File: src/rtl/decode_issue_scheduler_pkg.sv
// Shared types for the two-thread decode issue scheduler: thread indexing,
// default FIFO depth and the per-thread FIFO entry record.
package decode_issue_scheduler_pkg;

    localparam int threadCount             = 2;
    localparam int defaultFifoDepth        = 4;
    localparam int defaultAddressWidth     = 64;
    localparam int defaultInstructionWidth = 32;
    localparam int defaultPidSize          = 20;
    localparam int defaultTidSize          = 16;

    typedef enum logic {
        threadZero = 1'b0,
        threadOne  = 1'b1
    } threadIdx_t;

    // One buffered fetch; field widths follow the scheduler's default parameters.
    typedef struct packed {
        logic [defaultInstructionWidth-1:0] instruction;
        logic [defaultAddressWidth-1:0]     address;
        logic                               is64Bit;
        logic [defaultPidSize-1:0]          pid;
        logic [defaultTidSize-1:0]          tid;
    } fifoEntry_t;

endpackage

File: src/rtl/decode_thread_fifo.sv
// Per-thread circular buffer. Pointers carry one extra wrap bit so full and
// empty are distinguished without a separate count. Flush empties the buffer
// and wins over a same-cycle push or pop.
module decode_thread_fifo
    import decode_issue_scheduler_pkg::*;
#(
    parameter int depth = defaultFifoDepth
) (
    input  logic       clock_i,
    input  logic       reset_i,
    input  logic       push_i,
    input  logic       pop_i,
    input  logic       flush_i,
    input  fifoEntry_t data_i,
    output fifoEntry_t data_o,
    output logic       full_o,
    output logic       empty_o
);

    localparam int ptrW = $clog2(depth);

    logic [ptrW:0] wrPtr;
    logic [ptrW:0] rdPtr;
    fifoEntry_t    mem [depth];
    logic          doPush;
    logic          doPop;

    assign full_o  = (wrPtr[ptrW] != rdPtr[ptrW]) && (wrPtr[ptrW-1:0] == rdPtr[ptrW-1:0]);
    assign empty_o = (wrPtr == rdPtr);
    assign data_o  = mem[rdPtr[ptrW-1:0]];
    assign doPush  = push_i && !full_o && !flush_i;
    assign doPop   = pop_i && !empty_o && !flush_i;

    // Pointer update: reset and flush both collapse the buffer to empty.
    always_ff @(posedge clock_i) begin
        if (reset_i || flush_i) begin
            wrPtr <= '0;
            rdPtr <= '0;
        end else begin
            if (doPush) wrPtr <= wrPtr + (ptrW+1)'(1);
            if (doPop)  rdPtr <= rdPtr + (ptrW+1)'(1);
        end
    end

    // Storage write; contents need no reset because the pointers gate visibility.
    always_ff @(posedge clock_i) begin
        if (doPush) mem[wrPtr[ptrW-1:0]] <= data_i;
    end

endmodule

File: src/rtl/decode_issue_scheduler.sv
// Two-thread round-robin issue scheduler in front of DecodeUnit.
// Optional build macro DECODE_SCHED_PERF_EN adds per-thread issue counters
// and a stalled-valid cycle counter (32-bit, saturating).
module decode_issue_scheduler
    import decode_issue_scheduler_pkg::*;
#(
    parameter int addressWidth            = defaultAddressWidth,
    parameter int instructionWidth        = defaultInstructionWidth,
    parameter int PidSize                 = defaultPidSize,
    parameter int TidSize                 = defaultTidSize,
    parameter int instructionCounterWidth = 64,
    parameter int fifoDepth               = defaultFifoDepth
) (
    input  logic                               clock_i,
    input  logic                               reset_i,
    input  logic                               t0Valid_i,
    output logic                               t0Ready_o,
    input  logic [instructionWidth-1:0]        t0Instruction_i,
    input  logic [addressWidth-1:0]            t0Address_i,
    input  logic                               t0Is64Bit_i,
    input  logic [PidSize-1:0]                 t0Pid_i,
    input  logic [TidSize-1:0]                 t0Tid_i,
    input  logic                               t1Valid_i,
    output logic                               t1Ready_o,
    input  logic [instructionWidth-1:0]        t1Instruction_i,
    input  logic [addressWidth-1:0]            t1Address_i,
    input  logic                               t1Is64Bit_i,
    input  logic [PidSize-1:0]                 t1Pid_i,
    input  logic [TidSize-1:0]                 t1Tid_i,
    input  logic [1:0]                         flush_i,
    input  logic                               stall_i,
    output logic                               decEnable_o,
    output logic [instructionWidth-1:0]        decInstruction_o,
    output logic [addressWidth-1:0]            decAddress_o,
    output logic                               decIs64Bit_o,
    output logic [PidSize-1:0]                 decPid_o,
    output logic [TidSize-1:0]                 decTid_o,
    output logic [instructionCounterWidth-1:0] decMajId_o,
`ifdef DECODE_SCHED_PERF_EN
    output logic [31:0]                        t0IssueCount_o,
    output logic [31:0]                        t1IssueCount_o,
    output logic [31:0]                        stallCycles_o,
`endif
    output logic                               decThread_o
);

    logic [threadCount-1:0]             full;
    logic [threadCount-1:0]             empty;
    logic [threadCount-1:0]             push;
    logic [threadCount-1:0]             pop;
    logic [threadCount-1:0]             cand;
    fifoEntry_t                         pushEntry [threadCount];
    fifoEntry_t                         head      [threadCount];
    logic                               issue;
    threadIdx_t                         winner;
    threadIdx_t                         lastThread;
    logic [instructionCounterWidth-1:0] majCounter;

    assign pushEntry[0] = '{instruction: t0Instruction_i, address: t0Address_i,
                            is64Bit: t0Is64Bit_i, pid: t0Pid_i, tid: t0Tid_i};
    assign pushEntry[1] = '{instruction: t1Instruction_i, address: t1Address_i,
                            is64Bit: t1Is64Bit_i, pid: t1Pid_i, tid: t1Tid_i};

    assign push      = {t1Valid_i, t0Valid_i} & ~full;
    assign t0Ready_o = ~full[0];
    assign t1Ready_o = ~full[1];

    for (genvar n = 0; n < threadCount; n++) begin : gThread
        decode_thread_fifo #(.depth(fifoDepth)) uFifo (
            .clock_i (clock_i),
            .reset_i (reset_i),
            .push_i  (push[n]),
            .pop_i   (pop[n]),
            .flush_i (flush_i[n]),
            .data_i  (pushEntry[n]),
            .data_o  (head[n]),
            .full_o  (full[n]),
            .empty_o (empty[n])
        );
    end

    // Round-robin arbitration; a thread being flushed cannot win this cycle.
    always_comb begin
        cand   = ~empty & ~flush_i;
        issue  = !stall_i && (|cand);
        winner = threadZero;
        if (cand[0] && cand[1]) begin
            winner = (lastThread == threadZero) ? threadOne : threadZero;
        end else if (cand[1]) begin
            winner = threadOne;
        end
        pop    = '0;
        pop[0] = issue && (winner == threadZero);
        pop[1] = issue && (winner == threadOne);
    end

    // Output register toward decode: advances only when not stalled; a flush of
    // the held thread drops its valid even under stall.
    always_ff @(posedge clock_i) begin
        if (reset_i) begin
            decEnable_o      <= 1'b0;
            decInstruction_o <= '0;
            decAddress_o     <= '0;
            decIs64Bit_o     <= 1'b0;
            decPid_o         <= '0;
            decTid_o         <= '0;
            decMajId_o       <= '0;
            decThread_o      <= 1'b0;
        end else if (!stall_i) begin
            decEnable_o <= issue;
            if (issue) begin
                decInstruction_o <= head[winner].instruction;
                decAddress_o     <= head[winner].address;
                decIs64Bit_o     <= head[winner].is64Bit;
                decPid_o         <= head[winner].pid;
                decTid_o         <= head[winner].tid;
                decMajId_o       <= majCounter;
                decThread_o      <= winner;
            end
        end else if (flush_i[decThread_o]) begin
            decEnable_o <= 1'b0;
        end
    end

    // Major ID counter and round-robin pointer; flush never rewinds the counter.
    always_ff @(posedge clock_i) begin
        if (reset_i) begin
            majCounter <= '0;
            lastThread <= threadOne;
        end else if (issue) begin
            majCounter <= majCounter + instructionCounterWidth'(1);
            lastThread <= winner;
        end
    end

`ifdef DECODE_SCHED_PERF_EN
    function automatic logic [31:0] satInc(input logic [31:0] value);
        return (&value) ? value : value + 32'd1;
    endfunction

    // Performance counters, held at all-ones once saturated.
    always_ff @(posedge clock_i) begin
        if (reset_i) begin
            t0IssueCount_o <= '0;
            t1IssueCount_o <= '0;
            stallCycles_o  <= '0;
        end else begin
            if (pop[0])                  t0IssueCount_o <= satInc(t0IssueCount_o);
            if (pop[1])                  t1IssueCount_o <= satInc(t1IssueCount_o);
            if (stall_i && decEnable_o)  stallCycles_o  <= satInc(stallCycles_o);
        end
    end
`endif

endmodule

File: config.mk
export PLATFORM = sky130hd
export DESIGN_NAME = decode_issue_scheduler
export DESIGN_NICKNAME = d
export VERILOG_FILES = /design/src/rtl/decode_issue_scheduler_pkg.sv /design/src/rtl/decode_thread_fifo.sv /design/src/rtl/decode_issue_scheduler.sv
export SDC_FILE = /design/constraint.sdc
export NUM_CORES = 1
export LEC_CHECK = 0
export CORE_MARGIN = 5
export CORE_UTILIZATION = 51
export DETAILED_ROUTE_END_ITERATION = 7
export GPL_TIMING_DRIVEN = 0
export HOLD_SLACK_MARGIN = 0.12
export PLACE_DENSITY = 0.86
export SLEW_MARGIN = 20
export SYNTH_ARGS = -nofsm -noshare
export SYNTH_HDL_FRONTEND = slang
export SYNTH_SLANG_ARGS = --single-unit
File: constraint.sdc
create_clock -name clock_i -period 4.63 [get_ports clock_i]
set_clock_uncertainty 0.2 [all_clocks]
set_input_delay 0.926 -clock clock_i [delete_from_list [all_inputs] [get_ports clock_i]]
set_output_delay 0.926 -clock clock_i [all_outputs]
set_load 0.05 [all_outputs]
==> flow_summary_export.csv <==
group,metric,value,unit
global_route,use_met2,41.3,%
sta,min_period_over_period,84.7,%
final_layout,num-fill-cells,6377,
global_route,grtUsageMet1,31.2,%
global_route,grt_pass1_vias,29066,
clocking,clk_pin_slew,0.06,ns
worst_setup_path,worst-path-max-fanout,10,
floorplan,die_h,322,um
worst_setup_path,crit_path_end,"decInstruction_o[12]",
final_layout,fin_util,63.5,%
floorplan,start_util,51.4,%
floorplan,ioPinCount,474,
sta,fin_crit,3.92,ns
yosys,ys_types,54,
final_layout,final_area,0.0614,mm2
pwr,peakVddDrop,0.366,mV
sta,slew_headroom,25.5,%
sta,grt_setup_unrepaired,"no",
placed_design,gp_congestion,0.906,
route,dr.pass1.iters,5,
global_route,grt_pass1_wl,192,mm
global_route,busiest_layer,"met2",
yosys,synth_area,0.0497,mm2
placed_design,pre_cts_ws,-0.179,ns
worst_setup_path,crit_arrival,4.33,ns
clocking,cts-root-buf,"clkbuf_16",
clocking,clk_latency,0.76,ns
worst_setup_path,worstPathRequired,5.04,ns
floorplan,die-area,0.104,mm2
route,drt_wl_total,133,mm
placed_design,place_area,0.0567,mm2
worst_setup_path,cp-end-kind,"register",
yosys,synth_top_area_cell,"edfxtp_1",
route,ant_nets,0,
final_layout,areaGrowthSynthToFinish,23.5,%
route,vias,28711,
route,wl_per_cell,28.3,um
route,first_iter_violations,3468,
placed_design,post-dp-hpwl,85.3,mm
yosys,synth_ff_type,"edfxtp_1",
clocking,clockBufferDepth,3,
clocking,cts_resized,0,
sta,slew_viol_final,0,
global_route,grt_max_degree,47,
clocking,htree_num_levels,4,
clocking,cts_hold_repair.buffers,0,
yosys,synth.most_common_cell,"edfxtp_1",
yosys,ys_ff_latch,1344,
pwr,p_per_area,416,mW/mm2
pwr,power,25500,uW
global_route,antenna_found_initial,59,
clocking,cts_setup_buffers,0,
route,routed_via_density,6.10,
floorplan,dieWidth,322,um
global_route,grt_remaining_overflow,0,
yosys,syn_nets,2917,
yosys,synth_warnings,0,
yosys,ys_seq_area_share,75.6,%
placed_design,port_buffers,472,
yosys,synthTopCellsByCount,"1064 x edfxtp_1, 280 x dfxtp_1, 266 x mux4_2",
worst_setup_path,timing.rr.end,"decInstruction_o[12]",
run_status,run_status,"complete, no violations",
sta,max_freq,0.255,GHz
global_route,grt_use_met3,8.31,%
yosys,synth_edf_count,1064,
worst_hold_path,hp-class,"register to register",
yosys,async_flop_share,0,%
final_layout,drive_gt1_share,16.4,%
yosys,synthTopCellsByArea,"edfxtp_1 64%, mux4_2 12%, dfxtp_1 11%",
final_layout,fin_nets,3552,
sta,setup_viol,0,
route,drc_errors,0,
pwr,power.leakage,0.0198,uW
yosys,synth_top_area_share,64.3,%
run,max-cap-violations,0,
clocking,cts_tree,"done",
worst_setup_path,cp-start-kind,"register",
clocking,cts_sinks,1344,
yosys,synth_area_per_cell,18.9,um2
sta,tightest_slew,1.12,ns
floorplan,core.rowCount,114,
yosys,netlist_instances,2633,
worst_setup_path,worst_r2r_path_depth,6,
worst_setup_path,rrSetupSlack,0.71,ns
sta,hold_viol,0,
floorplan,core_area,0.0967,mm2
clocking,cts_buffers,135,
worst_setup_path,critical_path_class,"register to register",
sta,fin_ws,0.709,ns
global_route,grt_usage,25.1,%
## where the power goes
part	internal, uW	switching (uW)
logic	482	635
registers	13200	79.2
clock network	6440	4660
total	20200	5370
## worst max-delay path, cell delays in order, from the launching register on
cell and delay, ns:
dfxtp_1 0.32, clkbuf_1 0.82, clkbuf_1 0.78, clkbuf_1 0.68
mux4_2 0.47, and3_1 0.22, a221o_1 0.29
## state kept, by name, summed over array words and instances, names as in the netlist, named ones only
register and cells:
decPid_o 20, decMajId_o 64, gThread.uFifo.rdPtr 6, decThread_o 1, decIs64Bit_o 1, decEnable_o 1
decInstruction_o 32, decTid_o 16, majCounter 64, decAddress_o 64, gThread.uFifo.wrPtr 6, gThread.uFifo.mem 1064
lastThread 1
## how the worst min path moves through the flow
stage,startpoint,to,slack (ns),cells past startpoint
after detailed placement,decMajId_o[54],decMajId_o[54],0.25,2
after CTS,decMajId_o[10],decMajId_o[10],0.26,2
final,decMajId_o[32],decMajId_o[32],0.26,2
after global placement,decMajId_o[57],decMajId_o[57],0.24,2
after global routing,decMajId_o[31],decMajId_o[31],0.27,2
after floorplan,majCounter[63],decMajId_o[63],0.24,2
## kinds of logic (layout without fill, tap and decap cells)
family,count (synthesis),in the layout,synth area share (%)
AND/OR/NAND/NOR,472,472,5.07
other,0,47,0
flip-flops,1344,1344,75.6
adder cells (fa/ha/maj),11,11,0.277
buffers and inverters,178,926,1.42
XOR/XNOR,32,32,0.564
multiplexers,267,267,12.1
AO/OA/AOI/OAI,329,329,5.00
## layout make-up
class | count | area [um2] | share of cell area, %
repair buffers | 498 | 5400 | 8.79
inverters | 15 | 56.3 | 0.0917
clock inverters | 57 | 704 | 1.15
well taps | 1276 | 1600 | 2.60
flip-flops and latches | 1344 | 37600 | 61.2
clock buffers | 193 | 3830 | 6.24
plain buffers | 163 | 652 | 1.06
diodes | 47 | 118 | 0.192
multi-input cells | 1111 | 11500 | 18.7
## metal layers
metal / share of wire (%) / routed length [um]
met5: 0.17 / 222
met4: 4.0 / 5290
met3: 11 / 14800
met2: 50 / 66100
met1: 35 / 46800
## per-stage QoR
stage	hold slack [ns]	setup TNS, ns	cells
2_1_floorplan	0.240	0	2633
3_3_place_gp	0.245	-1036.18	4381
3_5_place_dp	0.247	-5.04	4407
4_1_cts	0.259	0	4657
5_1_grt	0.271	0	4680
6_report	0.255	0	4704
## cells in the final DEF (no fill, tap or decap), types with 8 or more instances in the layout
cell / instances
clkbuf_8: 15
clkinv_1: 13
clkinv_2: 15
and3_1: 139
xnor2_1: 21
or3_1: 20
xor2_1: 11
buf_2: 28
clkdlybuf4s50_1: 472
dfxtp_1: 280
a221o_1: 133
nor2_1: 43
diode_2: 47
clkbuf_1: 166
or4_1: 19
clkbuf_16: 139
nand2_1: 162
a211oi_1: 11
nand4_1: 14
and2_4: 8
o21ai_0: 24
edfxtp_1: 1064
a21oi_1: 120
nand3_1: 33
bufinv_16: 11
buf_16: 22
ha_1: 11
inv_1: 15
o31ai_1: 18
mux4_2: 266
No activity file was read; power rests on OpenSTA's default activity.
